File: config.mk
export PLATFORM = sky130hd
export DESIGN_NAME = ads1299_frame_parser
export DESIGN_NICKNAME = d
export VERILOG_FILES = /design/src/rtl/ads1299_pkg.sv /design/src/rtl/ads1299_word_assembler.sv /design/src/rtl/ads1299_frame_parser.sv
export SDC_FILE = /design/constraint.sdc
export NUM_CORES = 1
export LEC_CHECK = 0
export ABC_AREA = 1
export ABC_CLOCK_PERIOD_IN_PS = 1620
export BUFFER_PORTS_ARGS = -buffer_cell sky130_fd_sc_hd__buf_4
export CAP_MARGIN = 20
export CORE_MARGIN = 2
export CORE_UTILIZATION = 30
export CTS_CLUSTER_SIZE = 28
export DETAILED_ROUTE_END_ITERATION = 8
export PLACE_DENSITY = 0.61
export SYNTH_ARGS = -nofsm -noshare
export SYNTH_HDL_FRONTEND = slang
export SYNTH_SLANG_ARGS = --single-unit
File: constraint.sdc
create_clock -name i_clock -period 1.62 [get_ports i_clock]
set_input_delay 0.243 -clock i_clock [delete_from_list [all_inputs] [get_ports i_clock]]
set_output_delay 0.243 -clock i_clock [all_outputs]
set_load 0.01 [all_outputs]
File: src/rtl/ads1299_pkg.sv
// Shared types and constants for the ADS1299 read-data frame parser.
package ads1299_pkg;

  typedef enum logic [1:0] {
    IDLE   = 2'd0,
    STATUS = 2'd1,
    CHAN   = 2'd2
  } state_e;

  localparam logic [3:0] STATUS_SYNC    = 4'hC;
  localparam int         BYTES_PER_WORD = 3;
  localparam int         ADS_WORD_W     = 24;

  // A status word is trusted only when its top nibble carries the sync pattern.
  function automatic logic status_ok(input logic [ADS_WORD_W-1:0] word);
    return (word[ADS_WORD_W-1 -: 4] == STATUS_SYNC);
  endfunction

endpackage

File: src/rtl/ads1299_word_assembler.sv
// Packs accepted bytes MSB first into 24-bit words; a clear restarts the word and
// may take the same-cycle byte as the first byte of the new word.
module ads1299_word_assembler
  import ads1299_pkg::*;
(
  input  logic                  i_clock,
  input  logic                  i_reset,
  input  logic                  i_clear,
  input  logic                  i_enable,
  input  logic [7:0]            i_byte,
  input  logic                  i_byte_valid,
  output logic                  o_word_done,
  output logic [ADS_WORD_W-1:0] o_word
);

  localparam logic [1:0] LAST_IDX = 2'(BYTES_PER_WORD - 1);

  logic [1:0]  r_cnt;
  logic [15:0] r_shift;
  logic        w_take;

  assign w_take      = i_byte_valid & (i_clear | i_enable);
  assign o_word_done = w_take & ~i_clear & (r_cnt == LAST_IDX);
  assign o_word      = {r_shift, i_byte};

  // Byte counter and shift register.
  always_ff @(posedge i_clock) begin
    if (i_reset) begin
      r_cnt   <= 2'd0;
      r_shift <= 16'd0;
    end else if (i_clear) begin
      r_cnt   <= w_take ? 2'd1 : 2'd0;
      r_shift <= {8'd0, (w_take ? i_byte : 8'd0)};
    end else if (w_take) begin
      r_cnt   <= (r_cnt == LAST_IDX) ? 2'd0 : (r_cnt + 2'd1);
      r_shift <= {r_shift[7:0], i_byte};
    end else begin
      r_cnt   <= r_cnt;
      r_shift <= r_shift;
    end
  end

endmodule

File: src/rtl/ads1299_frame_parser.sv
// ADS1299 read-data parser: status check, per-channel sign-extended samples and a
// once-per-frame stream of the selected channel. All outputs are registered.
module ads1299_frame_parser
  import ads1299_pkg::*;
#(
  parameter int N_CH   = 8,
  parameter int Q_OUT  = 32,
  parameter int CH_SEL = 0
) (
  input  logic                  i_clock,
  input  logic                  i_reset,
  input  logic                  i_frame_start,
  input  logic [7:0]            i_byte_in,
  input  logic                  i_byte_valid,
  output logic [Q_OUT-1:0]      o_ch_data_out,
  output logic [2:0]            o_ch_id,
  output logic                  o_ch_valid,
  output logic [Q_OUT-1:0]      o_sel_data_out,
  output logic                  o_sel_valid,
  output logic [ADS_WORD_W-1:0] o_status_out,
  output logic                  o_status_valid,
  output logic                  o_frame_error
);

  localparam logic [2:0] LAST_CH = 3'(N_CH - 1);
  localparam logic [2:0] SEL_CH  = 3'(CH_SEL);

  function automatic logic [Q_OUT-1:0] sign_extend(input logic [ADS_WORD_W-1:0] w);
    return Q_OUT'($signed(w));
  endfunction

  state_e                  r_state, w_state_nxt;
  logic [2:0]              r_ch_cnt, w_ch_cnt_nxt;
  logic [Q_OUT-1:0]        r_ch_data, w_ch_data_nxt;
  logic [2:0]              r_ch_id, w_ch_id_nxt;
  logic                    r_ch_valid, w_ch_valid_nxt;
  logic [Q_OUT-1:0]        r_sel_data, w_sel_data_nxt;
  logic                    r_sel_valid, w_sel_valid_nxt;
  logic [ADS_WORD_W-1:0]   r_status, w_status_nxt;
  logic                    r_status_valid, w_status_valid_nxt;
  logic                    r_frame_error, w_frame_error_nxt;

  logic                    w_word_done;
  logic [ADS_WORD_W-1:0]   w_word;

  ads1299_word_assembler u_asm (
    .i_clock      (i_clock),
    .i_reset      (i_reset),
    .i_clear      (i_frame_start),
    .i_enable     (r_state != IDLE),
    .i_byte       (i_byte_in),
    .i_byte_valid (i_byte_valid),
    .o_word_done  (w_word_done),
    .o_word       (w_word)
  );

  // State and output registers.
  always_ff @(posedge i_clock) begin
    if (i_reset) begin
      r_state        <= IDLE;
      r_ch_cnt       <= 3'd0;
      r_ch_data      <= '0;
      r_ch_id        <= 3'd0;
      r_ch_valid     <= 1'b0;
      r_sel_data     <= '0;
      r_sel_valid    <= 1'b0;
      r_status       <= '0;
      r_status_valid <= 1'b0;
      r_frame_error  <= 1'b0;
    end else begin
      r_state        <= w_state_nxt;
      r_ch_cnt       <= w_ch_cnt_nxt;
      r_ch_data      <= w_ch_data_nxt;
      r_ch_id        <= w_ch_id_nxt;
      r_ch_valid     <= w_ch_valid_nxt;
      r_sel_data     <= w_sel_data_nxt;
      r_sel_valid    <= w_sel_valid_nxt;
      r_status       <= w_status_nxt;
      r_status_valid <= w_status_valid_nxt;
      r_frame_error  <= w_frame_error_nxt;
    end
  end

  // Next-state and next-output logic; frame_start overrides whatever is in flight.
  always_comb begin
    w_state_nxt        = r_state;
    w_ch_cnt_nxt       = r_ch_cnt;
    w_ch_data_nxt      = r_ch_data;
    w_ch_id_nxt        = r_ch_id;
    w_ch_valid_nxt     = 1'b0;
    w_sel_data_nxt     = r_sel_data;
    w_sel_valid_nxt    = 1'b0;
    w_status_nxt       = r_status;
    w_status_valid_nxt = 1'b0;
    w_frame_error_nxt  = 1'b0;

    if (i_frame_start) begin
      w_frame_error_nxt = (r_state != IDLE);
      w_state_nxt       = STATUS;
      w_ch_cnt_nxt      = 3'd0;
    end else begin
      case (r_state)
        IDLE: begin
          w_state_nxt = IDLE;
        end
        STATUS: begin
          if (w_word_done && status_ok(w_word)) begin
            w_status_nxt       = w_word;
            w_status_valid_nxt = 1'b1;
            w_state_nxt        = CHAN;
            w_ch_cnt_nxt       = 3'd0;
          end else if (w_word_done) begin
            w_frame_error_nxt = 1'b1;
            w_state_nxt       = IDLE;
          end else begin
            w_state_nxt = STATUS;
          end
        end
        CHAN: begin
          if (w_word_done) begin
            w_ch_data_nxt  = sign_extend(w_word);
            w_ch_id_nxt    = r_ch_cnt;
            w_ch_valid_nxt = 1'b1;
            if (r_ch_cnt == SEL_CH) begin
              w_sel_data_nxt  = sign_extend(w_word);
              w_sel_valid_nxt = 1'b1;
            end else begin
              w_sel_valid_nxt = 1'b0;
            end
            if (r_ch_cnt == LAST_CH) begin
              w_state_nxt  = IDLE;
              w_ch_cnt_nxt = 3'd0;
            end else begin
              w_ch_cnt_nxt = r_ch_cnt + 3'd1;
            end
          end else begin
            w_state_nxt = CHAN;
          end
        end
        default: begin
          w_state_nxt  = IDLE;
          w_ch_cnt_nxt = 3'd0;
        end
      endcase
    end
  end

  assign o_ch_data_out  = r_ch_data;
  assign o_ch_id        = r_ch_id;
  assign o_ch_valid     = r_ch_valid;
  assign o_sel_data_out = r_sel_data;
  assign o_sel_valid    = r_sel_valid;
  assign o_status_out   = r_status;
  assign o_status_valid = r_status_valid;
  assign o_frame_error  = r_frame_error;

endmodule

==> impl_metrics.yaml, run 1 <==
critical_path:
  path_class: "reg -> reg"
  worst_ep_arrival_time_ns: 1.84
  critical_path.max_stage_delay_ns: 0.34
  endpoint_kind: "flip-flop"
  r2r_start: "r_state[1]$_SDFFE_PP0P_"
  cp_slowest_cell: "dfxtp_2"
  critPathBufInv: 4
  cp_top_family: "buffers and inverters"
  reg2reg_depth: 10
  reg2reg_to: "o_status_out[4]$_SDFFE_PP0P_"
  worstPathMaxFanout: 11
  critPathLaunchType: "flip-flop"
  cp.required_ns: 1.84
  cp_common_cell: "nand3_4"
  path_cells: "inv_2 > ha_4 > inv_4 > nand3_4 > nor2_8 > buf_6 > nand3_4 > buf_12 > o21ai_0 > a21oi_1"
  r2r_slack_ns: 0.003
sta:
  finalSetupViolations: 0
  rsz0062_at_grt: "true"
  period_needed_ns: 1.617
  period_share: 0.9984
  clock_skew_ns: 0.003800
  hold_ws_ns: 0.2074
  worst_slew_pin_slew_ns: 0.4920
  hold_viol: 0
  max_slew_margin: 0.6720
  fmax_ghz: 0.6183
  drv_slew: 0
logic_synthesis:
  synth.yosys.warnings: 0
  syn_area_per_cell_um2: 8.173
  synth_edf_count: 0
  synth-main-ff-cell: "dfxtp_1"
  syn_nets: 514
  ys_ff_latch: 102
  synth.distinct_cells: 29
  synthCells: 496
  seq_area_frac_synth: 0.5037
  netlist_area_um2: 4054
  synthArstFlopShare: 0
layout:
  final_common_cell: "buf_4"
  multi_input_area_um2: 1876
  area.sequential_um2: 2044
  diodes: 0
  fin_cells: 784
  fill_cells: 1303
  fin_nets: 621
  area_growth_pct: 45.40
  drive_above_1_share: 0.4030
  layout_common_cells: "125 x buf_4, 100 x dfxtp_1, 61 x nand2_1"
clock_network:
  cts_tree: "yes"
  cts-buffers-inserted: 9
  insertion_delay_ns: 0.34
  cts_buffer_depth: 2
  root_buffer: "clkbuf_16"
  postCtsHoldBufs: 0
  h-tree-depth: 3
  clkTransAtPathRegs_ns: 0.07
  clock-sinks: 102
power:
  netSwitchingFraction: 0.2316
  p_clk_frac: 0.418
  comb_power_share: 0.058
  internal-power_w: 0.003761
  p_sw_w: 0.001134
  vdd.ir_drop.worst_mv: 0.4578
  pwr-share-seq: 0.524
  leakage_nw: 2.320
  pwr_density_cell_nw_per_um2: 830.4
worst_hold_path:
  hold_depth: 3
  hold_class: "in -> reg"
  min_from: "i_byte_in[3]"
  min_to: "u_asm.r_shift[3]$_SDFFE_PP0P_"
floorplanning:
  rows: 42
  pin_count: 107
  die-area_um2: 14460
  die_x_um: 120.2
  die_h_um: 120.2
  start_util: 0.3061
  core-area_um2: 13240
placed_design:
  place.gp.congestion: 0.7491
  hpwl_um: 7542
  io_buffers: 106
  place_inst: 753
grt:
  track_usage: 0.1545
  grt_pass1_vias: 3496
  overflow: 0
  antenna_found_initial: 0
  grt_max_degree: 30
  grt_pass1_wl_um: 17470
detailed_routing:
  wl_per_cell_um: 15.49
  totalWireLength_um: 12140
  drc_errors: 0
  via_per_inst: 4.680
  drtIter0Drc: 365
  ant_nets: 0
  dr_total_vias: 3669
  dr.pass1.iters: 6
flow_run:
  maxCapViolations: 0
run_status:
  status: "finished, final reports clean"
logic make-up (layout without fill, tap and decap cells):
| family | after synthesis | in the layout | share of synthesized area |
|---|---|---|---|
| and+or+nand+nor | 138 | 140 | 0.1654 |
| buffers and inverters | 108 | 218 | 0.1352 |
| adders and majority gates | 6 | 6 | 0.01852 |
| DFF | 102 | 102 | 0.5037 |
| AOI/OAI and AO/OA | 142 | 142 | 0.1772 |
worst max-delay path by stage:
stage | from | endpoint | slack [ns] | depth (start not counted)
4_1_cts | r_state[1]$_SDFFE_PP0P_ | o_sel_data_out[16]$_SDFFE_PP0P_ | -0.03 | 10
3_3_place_gp | r_state[0]$_SDFFE_PP0P_ | o_status_out[13]$_SDFFE_PP0P_ | 0.03 | 9
2_1_floorplan | r_state[0]$_SDFFE_PP0P_ | o_ch_data_out[1]$_SDFFE_PP0P_ | 0.07 | 10
5_1_grt | r_state[0]$_SDFFE_PP0P_ | o_status_out[12]$_SDFFE_PP0P_ | -0.08 | 10
3_5_place_dp | r_state[0]$_SDFFE_PP0P_ | o_sel_data_out[22]$_SDFFE_PP0P_ | -0.05 | 9
6_report | r_state[1]$_SDFFE_PP0P_ | o_status_out[4]$_SDFFE_PP0P_ | 0.003 | 10
metrics by stage:
stage	util	cell area, um^2	TNS, ns	power [W]	setup WS [ns]
2_1_floorplan	-	4054	0	0.002735	0.06698
3_3_place_gp	0.3757	4975	0	0.002831	0.02943
3_5_place_dp	0.3757	4975	-0.2267	0.002836	-0.05036
4_1_cts	0.4149	5494	-0.4619	0.004881	-0.03054
5_1_grt	0.4451	5894	-2.274	0.005064	-0.08357
6_report	0.4451	5894	0	0.004895	0.002640
metal layers:
layer  vias to the layer above  share of wire  global-route usage
li1                       1822              -                   -
met1                      1733           0.44              0.1945
met2                       105           0.49              0.2539
met3                         9          0.062             0.04528
met4                         0         0.0094             0.05160
met5                         -              0                   0
what timing repair did:
item,in CTS,in global routing
resized for setup,30,103
gates cloned,5,4
setup endpoints to repair,28,79
pin swaps,8,3
setup buffers,7,1
power by group through the flow:
| stage | sequential [W] | clock [W] | combinational (W) |
|---|---|---|---|
| floorplan | 0.00260 | 0 | 0.000132 |
| global placement | 0.00262 | 0 | 0.000215 |
| detailed placement | 0.00262 | 0 | 0.000220 |
| CTS | 0.00256 | 0.00210 | 0.000227 |
| global route | 0.00257 | 0.00218 | 0.000312 |
| finish | 0.00257 | 0.00204 | 0.000284 |
synth_stat cells (6+ instances only):
master / n / area (um^2)
nand2_1: 62 / 232.7
o21ai_0: 46 / 230.2
o21ai_1: 6 / 30.03
buf_6: 8 / 90.09
buf_4: 16 / 120.1
inv_1: 60 / 225.2
nor2_1: 28 / 105.1
dfxtp_1: 102 / 2042
nand3_1: 35 / 175.2
clkbuf_1: 12 / 45.04
ha_1: 6 / 75.07
a21oi_1: 87 / 435.4
buf_2: 8 / 40.04
flip-flops by register name (all words and copies together) (netlist names):
| signal | flops |
|---|---|
| o_ch_data_out | 24 |
| o_sel_data_out | 24 |
| o_status_out | 24 |
| u_asm.r_shift | 16 |
| o_ch_id | 3 |
| r_ch_cnt | 3 |
| r_state | 2 |
| u_asm.r_cnt | 2 |
| o_ch_valid | 1 |
| o_frame_error | 1 |
| o_sel_valid | 1 |
| o_status_valid | 1 |
tightest hold or removal path, stage by stage:
cell,delay (ns)
buf_4,0.14
nand2_1,0.06
a21oi_1,0.05
area by class of cell:
type / count / area share
clock inverter: 5 / 0.005519
sequential: 102 / 0.3468
timing repair buffer: 140 / 0.2093
clock buffer: 11 / 0.04288
inverter: 62 / 0.03991
tap: 176 / 0.03736
multi-input combinational: 288 / 0.3182
No activity file was read; power rests on OpenSTA's default activity.
==> run 2, diff against run 1 <==
Settings changed: CORE_ASPECT_RATIO from default to 1.75.
==> run 2 against run 1 <==
Net effect:
- cell count decreased by 0.38%
- setup slack improved by 0.048 ns
- routed wire length decreased by 4.3%
- combinational power decreased by 14%
- sequential power about the same
- worst hold slack got worse by 0.018 ns
- sequential cell count unchanged
- design area decreased by 5.1%
- via count decreased by 2.0%
- global-route usage decreased by 0.19 points
- utilization decreased by 2.5 points
- largest cell class unchanged
==> impl_metrics.yaml, run 2 (same netlist as run 1, synthesis figures left out) <==
run_status:
  status: "finished, final reports clean"
detailed_routing:
  wl_met2_um: 6256
  m1WireLength_um: 4533
  drc_errors: 0
  dr_total_vias: 3596
  ant_nets: 0
  highest_layer: "met4"
  wl_per_cell_um: 14.88
  dr.pass1.iters: 4
  totalWireLength_um: 11620
  drtIter0Drc: 196
  dr_wl_met3_um: 424
  via_per_inst: 4.604
clock_network:
  root_buffer: "clkbuf_16"
  insertion_delay_ns: 0.34
  clock-sinks: 102
  cts-buffers-inserted: 9
  cts_tree: "yes"
  cts_buffer_depth: 2
  clkTransAtPathRegs_ns: 0.07
  h-tree-depth: 3
layout:
  final_common_cell: "buf_4"
  fin_cells: 781
  fin_nets: 621
  fin_util: 0.4204
  diodes: 0
  area_growth_pct: 38.06
  drive_above_1_share: 0.3048
  layout_common_cells: "129 x buf_4, 100 x dfxtp_1, 83 x a21oi_1"
power:
  leakage_nw: 2.287
  netSwitchingFraction: 0.2152
  comb_power_share: 0.046
  p_sw_w: 0.001134
  pwr_density_cell_nw_per_um2: 942.0
  pwr-share-seq: 0.485
  p_clk_frac: 0.468
  vdd.ir_drop.worst_mv: 0.4639
  internal-power_w: 0.004138
sta:
  rsz0062_at_grt: "true"
  finalSetupViolations: 0
  clock_skew_ns: 0.007431
  period_needed_ns: 1.569
  setup_slack_ns: 0.05103
  fmax_ghz: 0.6374
  worst_slew_pin_slew_ns: 0.3663
  period_share: 0.9685
  max_slew_margin: 0.7555
  hold_viol: 0
  drv_slew: 0
critical_path:
  path_cells: "inv_2 > ha_4 > inv_4 > nand3_4 > nor2_8 > buf_12 > buf_12 > nand2_4 > nand2_1 > a21oi_1"
  critPathLaunchType: "flip-flop"
  reg2reg_depth: 10
  worst_ep_arrival_time_ns: 1.79
  cp-startpoint: "r_state[0]$_SDFFE_PP0P_"
  critPathBufInv: 4
  cp_common_cell: "buf_12"
  endpoint_kind: "flip-flop"
  cp.depth: 10
  r2r_start: "r_state[0]$_SDFFE_PP0P_"
  worstSetupEndpoint: "o_ch_data_out[7]$_SDFFE_PP0P_"
  reg2reg_to: "o_ch_data_out[7]$_SDFFE_PP0P_"
  cp_slowest_cell: "dfxtp_2"
  r2r_slack_ns: 0.05
  critical_path.max_stage_delay_ns: 0.34
  worstPathMaxFanout: 14
  path_class: "reg -> reg"
  cp_top_family: "simple AND/OR/NAND/NOR gates"
  cp.required_ns: 1.85
grt:
  grt_pass1_wl_um: 17150
  grt_pass1_vias: 3301
  antenna_found_initial: 0
  overflow: 0
  track_usage: 0.1526
  grt_max_degree: 50
placed_design:
  hpwl_um: 8174
  place.gp.congestion: 0.8328
  place_inst: 754
  io_buffers: 106
  place_ws_ns: -0.03234
floorplanning:
  pin_count: 107
  die-area_um2: 14500
  start_util: 0.3045
  core-area_um2: 13310
  die_x_um: 91.88
  die_h_um: 157.8
  rows: 56
flow_run:
  maxCapViolations: 0
worst_hold_path:
  hold_class: "in -> reg"
  min_from: "i_byte_in[0]"
run 2: final cells by class:
cell class                 count  area, um^2
clock buffer                   9       225.2
clock inverter                 6       116.4
fill                        1353        7716
inverter                      62       235.2
multi-input combinational    287        1531
sequential                   102        2044
tap                          174       217.7
timing repair buffer         141        1226
run 2: metrics by stage:
| step | area, um^2 | setup TNS, ns | total power [W] | hold WS [ns] |
|---|---|---|---|---|
| after floorplan | 4054 | 0 | 0.002735 | 0.3902 |
| after global placement | 5007 | 0 | 0.002841 | 0.4308 |
| after detailed placement | 5007 | -0.05977 | 0.002845 | 0.4363 |
| after CTS | 5416 | -0.02968 | 0.005318 | 0.1743 |
| after global routing | 5597 | -0.1228 | 0.005468 | 0.1935 |
| final | 5597 | 0 | 0.005272 | 0.1890 |
run 2: routing by layer:
metal	global-route usage	vias up
met5	0	-
met4	0.08316	0
met3	0.02856	24
met2	0.2752	95
met1	0.1675	1673
li1	-	1804
run 2: power by group through the flow:
stage | sequential, W | clock (W) | combinational (W)
after floorplan | 0.00260 | 0 | 0.000132
after global placement | 0.00261 | 0 | 0.000226
after detailed placement | 0.00262 | 0 | 0.000230
after CTS | 0.00256 | 0.00253 | 0.000232
after global routing | 0.00256 | 0.00264 | 0.000272
final | 0.00256 | 0.00247 | 0.000244
run 2: worst min path at each step:
| stage | endpoint | slack, ns | cells past startpoint |
|---|---|---|---|
| after floorplan | u_asm.r_shift[5]$_SDFFE_PP0P_ | 0.39 | 2 |
| after global placement | o_sel_data_out[0]$_SDFFE_PP0P_ | 0.43 | 2 |
| after detailed placement | o_sel_data_out[0]$_SDFFE_PP0P_ | 0.44 | 2 |
| after CTS | u_asm.r_shift[1]$_SDFFE_PP0P_ | 0.17 | 3 |
| after global routing | u_asm.r_shift[0]$_SDFFE_PP0P_ | 0.19 | 3 |
| final | u_asm.r_shift[0]$_SDFFE_PP0P_ | 0.19 | 3 |
run 2: what timing repair did:
action	in CTS	in global routing
setup buffers	3	5
hold buffers	0	0
gates cloned	1	3
pin swaps	1	16
setup endpoints to repair	19	89
resized for setup	2	33
run 2: worst register-to-register path, stage by stage, from the launching register on:
cell	delay, ns
dfxtp_2	0.34
inv_2	0.05
ha_4	0.16
inv_4	0.06
nand3_4	0.08
nor2_8	0.20
buf_12	0.14
buf_12	0.12
nand2_4	0.14
nand2_1	0.10
a21oi_1	0.06
